--- config.mk ---
export PLATFORM = sky130hd
export DESIGN_NAME = escalonador_paradas_flat
export DESIGN_NICKNAME = d
export VERILOG_FILES = /design/src/rtl/escalonador_paradas_pkg.sv /design/src/rtl/escalonador_paradas_if.sv /design/src/rtl/tabela_pedidos.sv /design/src/rtl/escalonador_paradas.sv /design/src/flat_wrapper.sv
export SDC_FILE = /design/constraint.sdc
export NUM_CORES = 1
export LEC_CHECK = 0
export BUFFER_PORTS_ARGS = -buffer_cell sky130_fd_sc_hd__buf_4
export CAP_MARGIN = 30
export CORE_MARGIN = 1
export CORE_UTILIZATION = 50
export CTS_CLUSTER_DIAMETER = 100
export CTS_CLUSTER_SIZE = 28
export DETAILED_ROUTE_END_ITERATION = 8
export PLACE_DENSITY_LB_ADDON = 0.3
export SYNTH_ARGS = -nofsm -noshare
export SYNTH_HDL_FRONTEND = slang
export SYNTH_SLANG_ARGS = --single-unit
--- constraint.sdc ---
create_clock -name clock -period 8 [get_ports clock]
set_input_delay 1.6 -clock clock [delete_from_list [all_inputs] [get_ports clock]]
set_output_delay 1.6 -clock clock [all_outputs]
set_load 0.01 [all_outputs]
--- src/rtl/escalonador_paradas_pkg.sv ---
// escalonador_pkg
// Shared types for the cargo elevator stop scheduler:
//   estado_t      scan FSM states (OCIOSO / VARRE / PRONTO)
//   entrada_t     one pending transport request in the table
//   passo_t       result of one cursor step (floor + direction)
//   proximo_andar step the scan cursor one floor, reversing at the shaft ends
// Floors are stored at a fixed width (ANDAR_W) so the types can live here
// independently of the N_ANDARES parameter of each instance.
package escalonador_pkg;

  localparam int ANDAR_W = 8;

  typedef logic [ANDAR_W-1:0] andar_t;

  localparam andar_t ANDAR_UM = ANDAR_W'(1);

  typedef enum logic [1:0] {
    OCIOSO = 2'd0,
    VARRE  = 2'd1,
    PRONTO = 2'd2
  } estado_t;

  typedef struct packed {
    logic   valido;
    logic   coletado;
    andar_t origem;
    andar_t destino;
  } entrada_t;

  typedef struct packed {
    andar_t andar;
    logic   sobe;
  } passo_t;

  // One step of the sweep. Hitting the top (ultimo) or floor 0 bounces the
  // cursor back one floor and flips the direction in the same step, so the
  // end floor itself is examined only once per pass.
  function automatic passo_t proximo_andar(input andar_t cursor,
                                           input logic   sobe,
                                           input andar_t ultimo);
    passo_t passo;
    if (sobe) begin
      if (cursor >= ultimo) begin
        passo.andar = ultimo - ANDAR_UM;
        passo.sobe  = 1'b0;
      end else begin
        passo.andar = cursor + ANDAR_UM;
        passo.sobe  = 1'b1;
      end
    end else begin
      if (cursor == '0) begin
        passo.andar = ANDAR_UM;
        passo.sobe  = 1'b1;
      end else begin
        passo.andar = cursor - ANDAR_UM;
        passo.sobe  = 1'b0;
      end
    end
    return passo;
  endfunction

endpackage

--- src/rtl/escalonador_paradas_if.sv ---
// escalonador_paradas_if
// Request handshake, floor feedback and next-stop outputs of the scheduler.
//   master : request front end / movement controller side
//   slave  : the scheduler (escalonador_paradas)
// Signals: req_valido/req_origem/req_destino -> req_pronto/req_erro/req_dup,
// andar_atual/atendido from the car, prox_parada/prox_valida/tem_destino/
// sobe/eh_origem/tem_entrega/ocupacao towards the controller.
interface escalonador_paradas_if #(
  parameter int N_ANDARES    = 4,
  parameter int PROFUNDIDADE = 8,
  parameter int AW           = $clog2(N_ANDARES),
  parameter int OW           = $clog2(PROFUNDIDADE + 1)
);

  logic          req_valido;
  logic [AW-1:0] req_origem;
  logic [AW-1:0] req_destino;
  logic          req_pronto;
  logic          req_erro;
  logic          req_dup;
  logic [AW-1:0] andar_atual;
  logic          atendido;
  logic [AW-1:0] prox_parada;
  logic          prox_valida;
  logic          tem_destino;
  logic          sobe;
  logic          eh_origem;
  logic          tem_entrega;
  logic [OW-1:0] ocupacao;

  modport master (
    output req_valido, req_origem, req_destino, andar_atual, atendido,
    input  req_pronto, req_erro, req_dup, prox_parada, prox_valida,
           tem_destino, sobe, eh_origem, tem_entrega, ocupacao
  );

  modport slave (
    input  req_valido, req_origem, req_destino, andar_atual, atendido,
    output req_pronto, req_erro, req_dup, prox_parada, prox_valida,
           tem_destino, sobe, eh_origem, tem_entrega, ocupacao
  );

endinterface

--- src/rtl/tabela_pedidos.sv ---
// tabela_pedidos
// Storage for up to PROFUNDIDADE pending requests (origin -> destination).
// Inputs : clock, reset, req_valido/req_origem/req_destino, andar_atual, atendido
// Outputs: req_pronto (not full), req_erro/req_dup (registered pulses),
//          gravou (a request is written this cycle), demanda/dem_origem/
//          dem_entrega (per-floor demand masks), ocupacao (valid entries)
module tabela_pedidos
  import escalonador_pkg::*;
#(
  parameter int N_ANDARES    = 4,
  parameter int PROFUNDIDADE = 8,
  parameter int AW           = $clog2(N_ANDARES),
  parameter int OW           = $clog2(PROFUNDIDADE + 1)
) (
  input  logic                 clock,
  input  logic                 reset,
  input  logic                 req_valido,
  input  logic [AW-1:0]        req_origem,
  input  logic [AW-1:0]        req_destino,
  input  logic [AW-1:0]        andar_atual,
  input  logic                 atendido,
  output logic                 req_pronto,
  output logic                 req_erro,
  output logic                 req_dup,
  output logic                 gravou,
  output logic [N_ANDARES-1:0] demanda,
  output logic [N_ANDARES-1:0] dem_origem,
  output logic [N_ANDARES-1:0] dem_entrega,
  output logic [OW-1:0]        ocupacao
);

  localparam int     IW        = $clog2(PROFUNDIDADE);
  localparam andar_t N_ANDAR_T = ANDAR_W'(N_ANDARES);

  entrada_t      tabela      [PROFUNDIDADE];
  entrada_t      tabela_prox [PROFUNDIDADE];
  andar_t        origem_ext;
  andar_t        destino_ext;
  andar_t        andar_ext;
  logic          handshake;
  logic          legal;
  logic          duplicado;
  logic          livre_ok;
  logic [IW-1:0] livre_idx;
  logic [OW-1:0] contagem;
  logic          erro_q;
  logic          dup_q;

  assign origem_ext  = ANDAR_W'(req_origem);
  assign destino_ext = ANDAR_W'(req_destino);
  assign andar_ext   = ANDAR_W'(andar_atual);

  assign req_pronto = (contagem != OW'(PROFUNDIDADE));
  assign handshake  = req_valido & req_pronto;
  assign legal      = (origem_ext != destino_ext) &&
                      (origem_ext < N_ANDAR_T) && (destino_ext < N_ANDAR_T);
  assign gravou     = handshake & legal & ~duplicado & livre_ok;
  assign ocupacao   = contagem;
  assign req_erro   = erro_q;
  assign req_dup    = dup_q;

  // Free-slot search uses the valid bits before this cycle's atendido, so a
  // slot freed now only becomes reusable next cycle. The duplicate search
  // instead sees atendido applied first: an entry being collected right now
  // no longer counts as an identical uncollected request.
  always_comb begin
    livre_ok  = 1'b0;
    livre_idx = '0;
    duplicado = 1'b0;
    contagem  = '0;
    for (int i = PROFUNDIDADE - 1; i >= 0; i--) begin
      if (!tabela[i].valido) begin
        livre_ok  = 1'b1;
        livre_idx = IW'(i);
      end
    end
    for (int i = 0; i < PROFUNDIDADE; i++) begin
      if (tabela[i].valido) begin
        contagem = contagem + 1'b1;
      end
      if (tabela[i].valido && !tabela[i].coletado &&
          tabela[i].origem == origem_ext && tabela[i].destino == destino_ext &&
          !(atendido && tabela[i].origem == andar_ext)) begin
        duplicado = 1'b1;
      end
    end
  end

  // A floor has demand when an uncollected entry starts there (pickup) or a
  // collected entry ends there (drop-off).
  always_comb begin
    dem_origem  = '0;
    dem_entrega = '0;
    for (int f = 0; f < N_ANDARES; f++) begin
      for (int i = 0; i < PROFUNDIDADE; i++) begin
        if (tabela[i].valido && !tabela[i].coletado &&
            tabela[i].origem == ANDAR_W'(f)) begin
          dem_origem[f] = 1'b1;
        end
        if (tabela[i].valido && tabela[i].coletado &&
            tabela[i].destino == ANDAR_W'(f)) begin
          dem_entrega[f] = 1'b1;
        end
      end
    end
    demanda = dem_origem | dem_entrega;
  end

  // Next table contents: atendido frees delivered entries and marks picked-up
  // ones, then an accepted request lands in the lowest free slot.
  always_comb begin
    for (int i = 0; i < PROFUNDIDADE; i++) begin
      tabela_prox[i] = tabela[i];
      if (atendido && tabela[i].valido) begin
        if (tabela[i].coletado && tabela[i].destino == andar_ext) begin
          tabela_prox[i] = '0;
        end else if (!tabela[i].coletado && tabela[i].origem == andar_ext) begin
          tabela_prox[i].coletado = 1'b1;
        end
      end
    end
    if (gravou) begin
      tabela_prox[livre_idx] = '{valido: 1'b1, coletado: 1'b0,
                                 origem: origem_ext, destino: destino_ext};
    end
  end

  // Table registers and the one-cycle reject/merge pulses.
  always_ff @(posedge clock or posedge reset) begin
    if (reset) begin
      for (int i = 0; i < PROFUNDIDADE; i++) begin
        tabela[i] <= '0;
      end
      erro_q <= 1'b0;
      dup_q  <= 1'b0;
    end else begin
      for (int i = 0; i < PROFUNDIDADE; i++) begin
        tabela[i] <= tabela_prox[i];
      end
      erro_q <= handshake & ~legal;
      dup_q  <= handshake & legal & duplicado;
    end
  end

endmodule

--- src/rtl/escalonador_paradas.sv ---
// escalonador_paradas
// Stop scheduler for the cargo elevator: keeps the request table and sweeps
// the shaft (SCAN) to choose the next stop.
// Ports: clock, reset (async, active-high), bus (escalonador_paradas_if.slave)
//   carrying the request handshake, car floor/atendido feedback and the
//   registered next-stop outputs.
module escalonador_paradas
  import escalonador_pkg::*;
#(
  parameter int N_ANDARES    = 4,
  parameter int PROFUNDIDADE = 8,
  parameter int AW           = $clog2(N_ANDARES)
) (
  input logic                   clock,
  input logic                   reset,
  escalonador_paradas_if.slave  bus
);

  localparam int          CW        = $clog2(2 * N_ANDARES);
  localparam logic [CW-1:0] LIMITE  = CW'(2 * N_ANDARES - 2);
  localparam andar_t      ULTIMO    = ANDAR_W'(N_ANDARES - 1);
  localparam andar_t      N_ANDAR_T = ANDAR_W'(N_ANDARES);

  logic                 gravou;
  logic [N_ANDARES-1:0] demanda;
  logic [N_ANDARES-1:0] dem_origem;
  logic [N_ANDARES-1:0] dem_entrega;
  andar_t               andar_ext;
  andar_t               andar_ant;
  andar_t               cursor;
  logic                 dir;
  logic [CW-1:0]        vazios;
  estado_t              estado;
  logic [AW-1:0]        prox_parada_q;
  logic                 tem_destino_q;
  logic                 sobe_q;
  logic                 eh_origem_q;
  logic                 tem_entrega_q;
  logic                 gatilho;
  logic                 cursor_ok;
  logic [AW-1:0]        cursor_idx;
  passo_t               passo;

  tabela_pedidos #(
    .N_ANDARES    (N_ANDARES),
    .PROFUNDIDADE (PROFUNDIDADE),
    .AW           (AW)
  ) u_tabela (
    .clock       (clock),
    .reset       (reset),
    .req_valido  (bus.req_valido),
    .req_origem  (bus.req_origem),
    .req_destino (bus.req_destino),
    .andar_atual (bus.andar_atual),
    .atendido    (bus.atendido),
    .req_pronto  (bus.req_pronto),
    .req_erro    (bus.req_erro),
    .req_dup     (bus.req_dup),
    .gravou      (gravou),
    .demanda     (demanda),
    .dem_origem  (dem_origem),
    .dem_entrega (dem_entrega),
    .ocupacao    (bus.ocupacao)
  );

  // Anything that can change the answer restarts the sweep from the car.
  assign andar_ext  = ANDAR_W'(bus.andar_atual);
  assign gatilho    = gravou | bus.atendido | (andar_ext != andar_ant);
  assign cursor_idx = cursor[AW-1:0];
  assign cursor_ok  = cursor < N_ANDAR_T;
  assign passo      = proximo_andar(cursor, dir, ULTIMO);

  assign bus.prox_parada = prox_parada_q;
  assign bus.prox_valida = (estado == PRONTO);
  assign bus.tem_destino = tem_destino_q;
  assign bus.sobe        = sobe_q;
  assign bus.eh_origem   = eh_origem_q;
  assign bus.tem_entrega = tem_entrega_q;

  // Scan FSM. The working direction 'dir' flips at the shaft ends while
  // scanning; the visible 'sobe' only takes it when a stop is latched, so the
  // outputs stay frozen during VARRE. 2*N_ANDARES-1 empty checks cover every
  // floor once in each direction, after which the shaft is known to be idle.
  always_ff @(posedge clock or posedge reset) begin
    if (reset) begin
      estado        <= OCIOSO;
      cursor        <= '0;
      dir           <= 1'b1;
      vazios        <= '0;
      andar_ant     <= '0;
      prox_parada_q <= '0;
      tem_destino_q <= 1'b0;
      sobe_q        <= 1'b1;
      eh_origem_q   <= 1'b0;
      tem_entrega_q <= 1'b0;
    end else begin
      andar_ant <= andar_ext;
      if (gatilho) begin
        estado <= VARRE;
        cursor <= andar_ext;
        dir    <= sobe_q;
        vazios <= '0;
      end else begin
        case (estado)
          VARRE: begin
            if (cursor_ok && demanda[cursor_idx]) begin
              prox_parada_q <= cursor_idx;
              eh_origem_q   <= dem_origem[cursor_idx];
              tem_entrega_q <= dem_entrega[cursor_idx];
              sobe_q        <= dir;
              tem_destino_q <= 1'b1;
              estado        <= PRONTO;
            end else if (vazios == LIMITE) begin
              tem_destino_q <= 1'b0;
              estado        <= OCIOSO;
            end else begin
              cursor <= passo.andar;
              dir    <= passo.sobe;
              vazios <= vazios + 1'b1;
            end
          end
          default: begin
          end
        endcase
      end
    end
  end

endmodule
--- src/flat_wrapper.sv ---
// flat-port wrapper written by rule: the top's interface ports become plain ports
module escalonador_paradas_flat import escalonador_pkg::*;
#(
  parameter int N_ANDARES    = 4,
  parameter int PROFUNDIDADE = 8,
  parameter int AW           = $clog2(N_ANDARES)
)
  (clock, reset, bus_req_valido, bus_req_origem, bus_req_destino, bus_andar_atual, bus_atendido, bus_req_pronto, bus_req_erro, bus_req_dup, bus_prox_parada, bus_prox_valida, bus_tem_destino, bus_sobe, bus_eh_origem, bus_tem_entrega, bus_ocupacao);
  escalonador_paradas_if #(.N_ANDARES(N_ANDARES), .PROFUNDIDADE(PROFUNDIDADE), .AW(AW)) bus_i ();
  input logic clock;
  input logic reset;
  input wire logic [$bits(bus_i.req_valido)-1:0] bus_req_valido;
  input wire logic [$bits(bus_i.req_origem)-1:0] bus_req_origem;
  input wire logic [$bits(bus_i.req_destino)-1:0] bus_req_destino;
  input wire logic [$bits(bus_i.andar_atual)-1:0] bus_andar_atual;
  input wire logic [$bits(bus_i.atendido)-1:0] bus_atendido;
  output wire logic [$bits(bus_i.req_pronto)-1:0] bus_req_pronto;
  output wire logic [$bits(bus_i.req_erro)-1:0] bus_req_erro;
  output wire logic [$bits(bus_i.req_dup)-1:0] bus_req_dup;
  output wire logic [$bits(bus_i.prox_parada)-1:0] bus_prox_parada;
  output wire logic [$bits(bus_i.prox_valida)-1:0] bus_prox_valida;
  output wire logic [$bits(bus_i.tem_destino)-1:0] bus_tem_destino;
  output wire logic [$bits(bus_i.sobe)-1:0] bus_sobe;
  output wire logic [$bits(bus_i.eh_origem)-1:0] bus_eh_origem;
  output wire logic [$bits(bus_i.tem_entrega)-1:0] bus_tem_entrega;
  output wire logic [$bits(bus_i.ocupacao)-1:0] bus_ocupacao;
  assign bus_i.req_valido = bus_req_valido;
  assign bus_i.req_origem = bus_req_origem;
  assign bus_i.req_destino = bus_req_destino;
  assign bus_i.andar_atual = bus_andar_atual;
  assign bus_i.atendido = bus_atendido;
  assign bus_req_pronto = bus_i.req_pronto;
  assign bus_req_erro = bus_i.req_erro;
  assign bus_req_dup = bus_i.req_dup;
  assign bus_prox_parada = bus_i.prox_parada;
  assign bus_prox_valida = bus_i.prox_valida;
  assign bus_tem_destino = bus_i.tem_destino;
  assign bus_sobe = bus_i.sobe;
  assign bus_eh_origem = bus_i.eh_origem;
  assign bus_tem_entrega = bus_i.tem_entrega;
  assign bus_ocupacao = bus_i.ocupacao;
  escalonador_paradas #(.N_ANDARES(N_ANDARES), .PROFUNDIDADE(PROFUNDIDADE), .AW(AW)) u_core (.clock(clock), .reset(reset), .bus(bus_i));
endmodule
# --- After elaboration in Yosys (flattened, before gate mapping) ---
# Cells that the tools add are included.
totals:
  regBits: 168
  latch_bits: 0
  ramBits: 0
  romBits: 0
  inputBits: 10
  output_inout_bits: 14
  elab_cells: 509
  memories: 0
classes:
  n_addsub: 10
  multipliers: 0
  n_div: 0
  order_cmp: 7
  n_eq_ne: 88
  n_shift: 0
  mux: 167
  bitwise: 13
  reduce_logical: 180
op_table:
  columns: ["cell", "n"]
  rows:
  - ["== test 8 x 2 -> 1 bit", 32]
  - ["== test 8 x 2 -> 1 bit (second input constant)", 32]
  - ["two-way mux 18 bit", 9]
  - ["bitwise mux 144 bit", 1]
  - ["two-way mux 144 bit", 1]
  - ["logical AND 1 bit", 140]
  - ["logical NOT 8 bit", 17]
  - ["== test 8 x 1 -> 1 bit (second input constant)", 16]
  - ["two-way mux 16 bit", 8]
  - ["two-way mux 1 bit", 114]
  - ["demux 18 bit (select 3 bit)", 1]
  - ["two-way mux 3 bit", 12]
  - ["two-way mux 8 bit", 4]
  - ["adder 4 x 1 -> 4 bit (second input constant)", 7]
  - ["two-way mux 4 bit", 7]
  - ["two-way mux 9 bit", 3]
  - ["logical NOT 1 bit", 16]
  - ["less-than comparator 2 x 3 -> 1 bit (second input constant)", 3]
  - ["AND reduction 3 bit", 3]
  - ["adder 8 x 1 -> 8 bit (second input constant)", 1]
  - [">= comparator 8 x 2 -> 1 bit (second input constant)", 1]
  - ["less-than comparator 8 x 3 -> 1 bit (second input constant)", 1]
  - ["two-way mux 2 bit", 4]
  - ["subtractor 8 x 1 -> 8 bit (second input constant)", 1]
  - ["other kinds (18)", 31]

# --- Logic depth before layout (Yosys ltp) ---
# Gate-level depths: netlist of the first run.
logic_depth:
  word_depth: 24
  depth_mapped: 26

# --- Cells and area by module ---
# From an unflattened synthesis of the first run, not the netlist that was laid out.
unflattened:
  hier_cells: 947
  area_unflattened_um2: 9307.7
by_module_without_submodules:
  columns: ["mod", "instances", "cells_per_inst", "area_each_um2"]
  rows:
  - ["tabela_pedidos", 1, 824, 8026.4]
  - ["escalonador_paradas", 1, 123, 1281.2]

# --- Worst setup path before layout of the first run ---
# OpenSTA, ideal clock, no wires.
synth_path:
  path_kind: "flip-flop to output port"
  from: "register u_core.u_tabela.tabela[125] in the netlist's numbering"
  to: "output port bus_req_pronto"
  arrival_ns: 4.102
  t_required_ns: 6.400
  slack_ns: 2.298
  stages_incl_launch_ff: 22
  cell_sequence: "dfrtp_1 -> inv_1 -> ha_1 -> xor2_1 -> ha_1 -> nand2_1 -> o21ai_0 -> ha_1 -> nand2_1 -> o21ai_0 -> or2_2 -> ha_1 -> nand2_1 -> nand3_1 -> ha_1 -> mux2_2 -> ha_1 -> nor2_1 -> a32oi_1 -> a21oi_2 -> buf_6 -> inv_1"
synth_between:
  elab_chain_cells: 14
synth_lines:
  columns: ["item", "line", "source"]
  rows:
  - ["start: declaration", "tabela_pedidos.sv:35", "entrada_t tabela [PROFUNDIDADE];"]
  - ["start signal: indexed assignment", "tabela_pedidos.sv:138", "tabela[i] <= tabela_prox[i];"]
  - ["two-way mux 4 bit *", "tabela_pedidos.sv:78", "if (tabela[i].valido) begin"]
  - ["adder 4 x 1 -> 4 bit", "tabela_pedidos.sv:79", "contagem = contagem + 1'b1;"]
  - ["two-way mux 4 bit *", "tabela_pedidos.sv:78", null]
  - ["adder 4 x 1 -> 4 bit", "tabela_pedidos.sv:79", null]
  - ["two-way mux 4 bit *", "tabela_pedidos.sv:78", null]
  - ["adder 4 x 1 -> 4 bit", "tabela_pedidos.sv:79", null]
  - ["two-way mux 4 bit *", "tabela_pedidos.sv:78", null]
  - ["adder 4 x 1 -> 4 bit", "tabela_pedidos.sv:79", null]
  - ["two-way mux 4 bit *", "tabela_pedidos.sv:78", null]
  - ["adder 4 x 1 -> 4 bit", "tabela_pedidos.sv:79", null]
  - ["two-way mux 4 bit *", "tabela_pedidos.sv:78", null]
  - ["adder 4 x 1 -> 4 bit", "tabela_pedidos.sv:79", null]
  - ["two-way mux 4 bit *", "tabela_pedidos.sv:78", null]
  - ["!= test 4 bit *", "tabela_pedidos.sv:53", "assign req_pronto = (contagem != OW'(PROFUNDIDADE));"]
  - ["end: declaration", "flat_wrapper.sv:17", "output wire logic [$bits(bus_i.req_pronto)-1:0] bus_req_pronto;"]
# Mark *: on every way between the ends. The rest lies on a longest branch, timed or not.

# --- Worst setup path in the final report of the first run ---
# Ends and elaborated chain as after synthesis.

==> impl_metrics.json, run 1 <==
{
  "remaining_drc_errors": 0,
  "power_frac_seq": 0.330,
  "track_usage": 0.248,
  "num_antenna_cells": 0,
  "crit_path_frequent_cell": "ha_1",
  "fin_tns_setup_ns": 0,
  "dieArea_um2": 18800,
  "postCtsHoldBufs": 0,
  "start_util": 0.510,
  "seq_area_um2": 4210,
  "layout.cells.most_common": "dfrtp_1",
  "relSlewSlack": 0.332,
  "yosysSeqAreaShare": 0.460,
  "dieHeight_um": 137,
  "ys_ff_latch": 168,
  "die_w_um": 137,
  "path_cells": "inv_1 -> ha_1 -> xor2_1 -> ha_1 -> nand2_1 -> o21ai_0 -> ha_1 -> nand2_1 -> o21ai_0 -> or2_2 -> ha_1 -> nand2_1 -> nand3_1 -> ha_1 -> mux2_2 -> ha_1 -> xnor2_1 -> a32oi_1 -> a21oi_2 -> inv_1 -> buf_4",
  "power_density_nw_per_um2": 375,
  "power.internal_mw": 2.22,
  "syn_nets": 991,
  "synthAdderAreaFrac": 0.0150,
  "worst_pin_slew_ns": 0.993,
  "worst_slack_ns": 0.933,
  "clock-root-buffer": "clkbuf_16",
  "cts.htree.levels": 4,
  "first_iter_violations": 644,
  "cts_buffer_depth": 2,
  "slew_viol_final": 0,
  "grt_max_degree": 104,
  "area_growth_pct": 8.89,
  "firstDrtPassIters": 5,
  "grt-ovfl-total": 0,
  "finClkSkew_ns": 0.0102,
  "synth-compound-area-share": 0.0954,
  "status": "finished clean",
  "gp_congestion": 0.952,
  "p_comb_frac": 0.446,
  "swShare": 0.406,
  "peakVddDrop_uv": 444,
  "power.switching_mw": 1.52,
  "syn_area_um2": 9150,
  "antenna_left": 0,
  "hp-class": "reg2reg",
  "io_buffers": 23,
  "vias": 7029,
  "layout_common_cells": "dfrtp_1, nand2_1, xnor2_1",
  "max_freq_ghz": 0.141,
  "synth_cell_type_count": 76,
  "power.leakage_nw": 4.61,
  "pre_cts_ws_ns": 1.40,
  "slowest_delay_ns": 0.52,
  "finalWirelength_um": 21800,
  "cts_made_buffers": 17,
  "worst-path-buf-inv": 3,
  "num_io_pins": 24,
  "async_flop_share": 1.00,
  "final-hold-violation-count": 0,
  "crit_fanout": 12,
  "drive_above_1_share": 0.0938,
  "clk_pin_slew_ns": 0.06,
  "post-route-period-util": 0.883,
  "synth_top_family_by_area": "simple AND/OR/NAND/NOR gates",
  "start_kind": "register",
  "fillers": 1589,
  "multi_input_area_um2": 4480,
  "routedWlPerCell_um": 18.4,
  "rsz0062_at_grt": "no",
  "maxCapViolations": 0,
  "syn_inst": 970,
  "crit_required_ns": 6.40,
  "design.core.area_um2": 18000,
  "cts_num_sinks": 168,
  "clkPwrFrac": 0.224,
  "synth-xor-area-share": 0.0833,
  "post_cts_buffers": 0,
  "synth_edf_count": 0,
  "num_rows": 49,
  "crit_type": "reg2out",
  "slowest_stage": "a21oi_2",
  "cts_tree": "built",
  "fin_crit_ns": 7.07,
  "synth_area_per_cell_um2": 9.44,
  "synthSimpleGateAreaFrac": 0.287,
  "cpLargestDelayFamily": "adder cells",
  "grt_pass1_vias": 6516,
  "setup_viol": 0,
  "grt_antenna_before_repair": 0,
  "cp.arrival_ns": 5.47,
  "grt_pass1_wl_um": 35200,
  "yosys_warnings": 0,
  "muxShareOfSynthArea": 0.00848,
  "dp_hpwl_um": 14900,
  "synth_top_flop_cell": "dfrtp_1",
  "viasPerCell": 5.92,
  "worstSetupEndpointType": "output port",
  "clk_latency_ns": 0.44,
  "cts_resized": 0,
  "nets": 967
}
registers in the layout, indices dropped and copies added (netlist names):
name	count
u_core.cursor	8
u_core.vazios	3
u_core.bus.sobe	1
u_core.u_tabela.req_dup	1
u_core.bus.eh_origem	1
u_core.andar_ant	2
u_core.bus.tem_entrega	1
u_core.bus.tem_destino	1
u_core.u_tabela.req_erro	1
u_core.u_tabela.tabela	144
u_core.estado	2
u_core.bus.prox_parada	2
u_core.dir	1
worst paths after layout:
check	startpoint	endpoint	slack, ns	cells past startpoint
min	u_core.u_tabela.tabela[33]$_DFF_PP0_	u_core.u_tabela.tabela[33]$_DFF_PP0_	0.48	1
min in group asynchronous	reset	u_core.cursor[3]$_DFFE_PP0P_	1.03	2
max in group asynchronous	reset	u_core.u_tabela.tabela[67]$_DFF_PP0_	5.51	4
min reg2reg	u_core.u_tabela.tabela[33]$_DFF_PP0_	u_core.u_tabela.tabela[33]$_DFF_PP0_	0.48	1
max reg2reg	u_core.u_tabela.tabela[125]$_DFF_PP0_	u_core.u_tabela.tabela[112]$_DFF_PP0_	2.08	22
max	u_core.u_tabela.tabela[125]$_DFF_PP0_	bus_req_pronto	0.93	21
final cells by class:
| class | instances | area share |
|---|---|---|
| repair buffers | 31 | 0.0251 |
| multi-input cells | 692 | 0.449 |
| clock buffers | 20 | 0.0468 |
| clock inverters | 12 | 0.0141 |
| well taps | 229 | 0.0288 |
| inverters | 36 | 0.0141 |
| flip-flops and latches | 168 | 0.422 |
per-layer routing:
| layer | wire length [um] | GRT usage | part of all wire |
|---|---|---|---|
| met1 | 10000 | 0.346 | 0.46 |
| met2 | 10100 | 0.377 | 0.46 |
| met3 | 1170 | 0.0500 | 0.053 |
| met4 | 577 | 0.0989 | 0.026 |
| met5 | 0 | 0 | 0 |
Yosys cell counts (7+ instances only):
library cell | n | area (um2)
and3_1 | 50 | 313
nor4b_1 | 9 | 78.8
nand4_1 | 29 | 181
nand3_1 | 44 | 220
nand4b_1 | 8 | 70.1
or4_1 | 14 | 105
nand3b_1 | 7 | 52.6
nand2_1 | 98 | 368
inv_1 | 36 | 135
and2_1 | 53 | 332
a21oi_1 | 21 | 105
nor4_1 | 24 | 150
buf_2 | 16 | 80.1
a41oi_1 | 7 | 61.3
clkbuf_2 | 9 | 45.0
o21ai_0 | 46 | 230
xor2_1 | 25 | 219
nor2b_1 | 15 | 93.8
xnor2_1 | 54 | 473
nor4bb_1 | 9 | 90.1
dfrtp_1 | 166 | 4150
ha_1 | 11 | 138
clkbuf_1 | 40 | 150
a31oi_1 | 7 | 43.8
nor2_1 | 51 | 191
nor3_1 | 19 | 95.1
kinds of logic after synthesis:
| logic type | Yosys count |
|---|---|
| DFF | 168 |
| and+or+nand+nor | 464 |
| AOI/OAI and AO/OA | 128 |
| adders and majority gates | 11 |
| muxes | 7 |
| xor gates and xnor gates | 82 |
| buffers and inverters | 110 |
per-stage QoR:
step,utilization,instances,instance area (um2),total power [mW],hold slack [ns]
4_1_cts,0.553,1187,9940,3.73,0.484
6_report,0.555,1188,9970,3.74,0.477
2_1_floorplan,-,970,9150,2.49,0.444
3_5_place_dp,0.519,1155,9330,2.88,0.464
5_1_grt,0.555,1188,9970,3.99,0.492
3_3_place_gp,0.519,1154,9330,2.84,0.461
power by group through the flow:
stage	Clock [mW]	Sequential (mW)	Combinational (mW)
floorplan	0	1.06	1.43
global placement	0	1.23	1.61
detailed placement	0	1.24	1.64
CTS	0.853	1.22	1.66
global route	0.883	1.26	1.85
finish	0.839	1.23	1.67
(Power assumes the default switching activity.)
==> run 2, diff against run 1 <==
- PLACE_DENSITY: default -> 0.64
- PLACE_DENSITY_LB_ADDON: 0.3 -> default
==> run 2 against run 1 <==
- critical path depth stayed put
- first-iteration DRC count up 6.2%
- register-to-register slack worse by 0.05 ns
- sequential power about the same
- flip-flop and latch count stayed put
- combinational power about the same
- largest power group unchanged
- highest routed layer unchanged
==> impl_metrics.json, run 2 (synthesis results as in run 1) <==
{
  "dieHeight_um": 137,
  "drive_above_1_share": 0.0948,
  "grt_antenna_before_repair": 0,
  "crit_start": "u_core.u_tabela.tabela[125]$_DFF_PP0_",
  "fillers": 1625,
  "remaining_drc_errors": 0,
  "cts_resized": 0,
  "gp_congestion": 0.921,
  "peakVddDrop_uv": 564,
  "worst_pin_slew_ns": 1.05,
  "track_usage": 0.257,
  "layout_common_cells": "dfrtp_1, nand2_1, xnor2_1",
  "utilization": 0.555,
  "setup_viol": 0,
  "num_io_pins": 24,
  "rsz0062_at_grt": "no",
  "r2r_setup_slack_ns": 2.03,
  "relSlewSlack": 0.291,
  "post-route-period-util": 0.879,
  "cts_num_sinks": 168,
  "worstSetupEndpointType": "output port",
  "die_w_um": 137,
  "clock-root-buffer": "clkbuf_16",
  "totalPowerFinal_mw": 3.74,
  "power_frac_seq": 0.324,
  "num_antenna_cells": 0,
  "reg2reg_depth": 22,
  "power.leakage_nw": 4.62,
  "whs_ns": 0.484,
  "power_density_nw_per_um2": 375,
  "pre_cts_ws_ns": 1.49,
  "cts.htree.levels": 4,
  "largest-register": "u_core.u_tabela.tabela",
  "grt_max_degree": 105,
  "grt_pass1_vias": 6638,
  "nets": 968,
  "io_buffers": 23,
  "grt_pass1_wl_um": 36400,
  "area_growth_pct": 8.86,
  "design.core.area_um2": 18000,
  "vias": 6975,
  "antenna_left": 0,
  "crit_required_ns": 6.40,
  "grt-ovfl-total": 0,
  "start_util": 0.510,
  "p_comb_frac": 0.451,
  "power.internal_mw": 2.18,
  "layout.cells.most_common": "dfrtp_1",
  "maxCapViolations": 0,
  "crit_type": "reg2out",
  "clk_pin_slew_ns": 0.07,
  "post_cts_buffers": 0,
  "finalWirelength_um": 22300,
  "rr_startpoint": "u_core.u_tabela.tabela[125]$_DFF_PP0_",
  "fin_tns_setup_ns": 0,
  "cts_tree": "built",
  "postCtsHoldBufs": 0,
  "cts_made_buffers": 17,
  "endpoint": "bus_req_pronto",
  "max_freq_ghz": 0.142,
  "rr_endpoint": "u_core.u_tabela.tabela[111]$_DFF_PP0_",
  "clk_latency_ns": 0.44,
  "viasPerCell": 5.87,
  "power.switching_mw": 1.56,
  "final-hold-violation-count": 0,
  "cts_buffer_depth": 2,
  "worst_slack_ns": 0.970,
  "hp-class": "reg2reg",
  "clkPwrFrac": 0.225,
  "largest_reg_flops": 144,
  "cp.arrival_ns": 5.43,
  "firstDrtPassIters": 6,
  "slew_viol_final": 0,
  "fin_crit_ns": 7.03,
  "num_rows": 49,
  "routedWlPerCell_um": 18.8,
  "top_regs": "u_core.u_tabela.tabela: 144 flops, u_core.cursor: 8 flops, u_core.vazios: 3 flops",
  "status": "finished clean",
  "finClkSkew_ns": 0.00811,
  "dp_hpwl_um": 15400,
  "start_kind": "register",
  "dieArea_um2": 18800,
  "swShare": 0.416,
  "first_iter_violations": 684,
  "min_from": "u_core.u_tabela.tabela[33]$_DFF_PP0_",
  "crit_fanout": 12
}
## run 2: changes by cell type in the layout (fill, tap and decap cells not counted), moves of 2 or more
cell,change
clkbuf_8,-3
inv_8,+5
inv_6,+3
clkinv_4,-2
clkinvlp_4,-2
## run 2: how the worst min path moves through the flow
stage                                           end  slack [ns]  cells after the start
2_1_floorplan  u_core.u_tabela.tabela[32]$_DFF_PP0_        0.44                      1
3_3_place_gp   u_core.u_tabela.tabela[33]$_DFF_PP0_        0.46                      1
3_5_place_dp   u_core.u_tabela.tabela[33]$_DFF_PP0_        0.46                      1
4_1_cts        u_core.u_tabela.tabela[33]$_DFF_PP0_        0.48                      1
5_1_grt        u_core.u_tabela.tabela[33]$_DFF_PP0_        0.50                      1
6_report       u_core.u_tabela.tabela[33]$_DFF_PP0_        0.48                      1
## run 2: per-stage QoR
step	instances	instance area, um2
2_1_floorplan	970	9150
3_3_place_gp	1155	9330
3_5_place_dp	1156	9340
4_1_cts	1188	9940
5_1_grt	1189	9960
6_report	1189	9960
## run 2: metal layers
layer  share of wire  GRT usage
met1            0.47      0.371
met2            0.44      0.380
met3           0.063     0.0629
met4           0.019     0.0763
met5               0          0
## run 2: layout make-up
type	count	area [um2]	area share
clock buffers	17	425	0.0427
clock inverters	15	171	0.0172
inverters	36	140	0.0141
multi-input cells	692	4480	0.449
flip-flops and latches	168	4210	0.422
well taps	229	287	0.0288
repair buffers	32	258	0.0259
## run 2: worst max-delay path, cell delays in order (launching register included)
cell and delay (ns):
dfrtp_1 0.49, inv_1 0.12, ha_1 0.38, xor2_1 0.20
ha_1 0.30, nand2_1 0.09, o21ai_0 0.09, ha_1 0.29
nand2_1 0.10, o21ai_0 0.11, or2_2 0.31, ha_1 0.29
nand2_1 0.10, nand3_1 0.11, ha_1 0.31, mux2_2 0.28
ha_1 0.29, nor2_1 0.09, a32oi_1 0.12, a21oi_2 0.60
inv_1 0.13, buf_4 0.18
## run 2: power by group through the flow
| stage | combinational (mW) | clock [mW] | sequential, mW |
|---|---|---|---|
| floorplan | 1.43 | 0 | 1.06 |
| global placement | 1.65 | 0 | 1.22 |
| detailed placement | 1.66 | 0 | 1.22 |
| CTS | 1.68 | 0.854 | 1.21 |
| global route | 1.88 | 0.890 | 1.24 |
| finish | 1.68 | 0.842 | 1.21 |
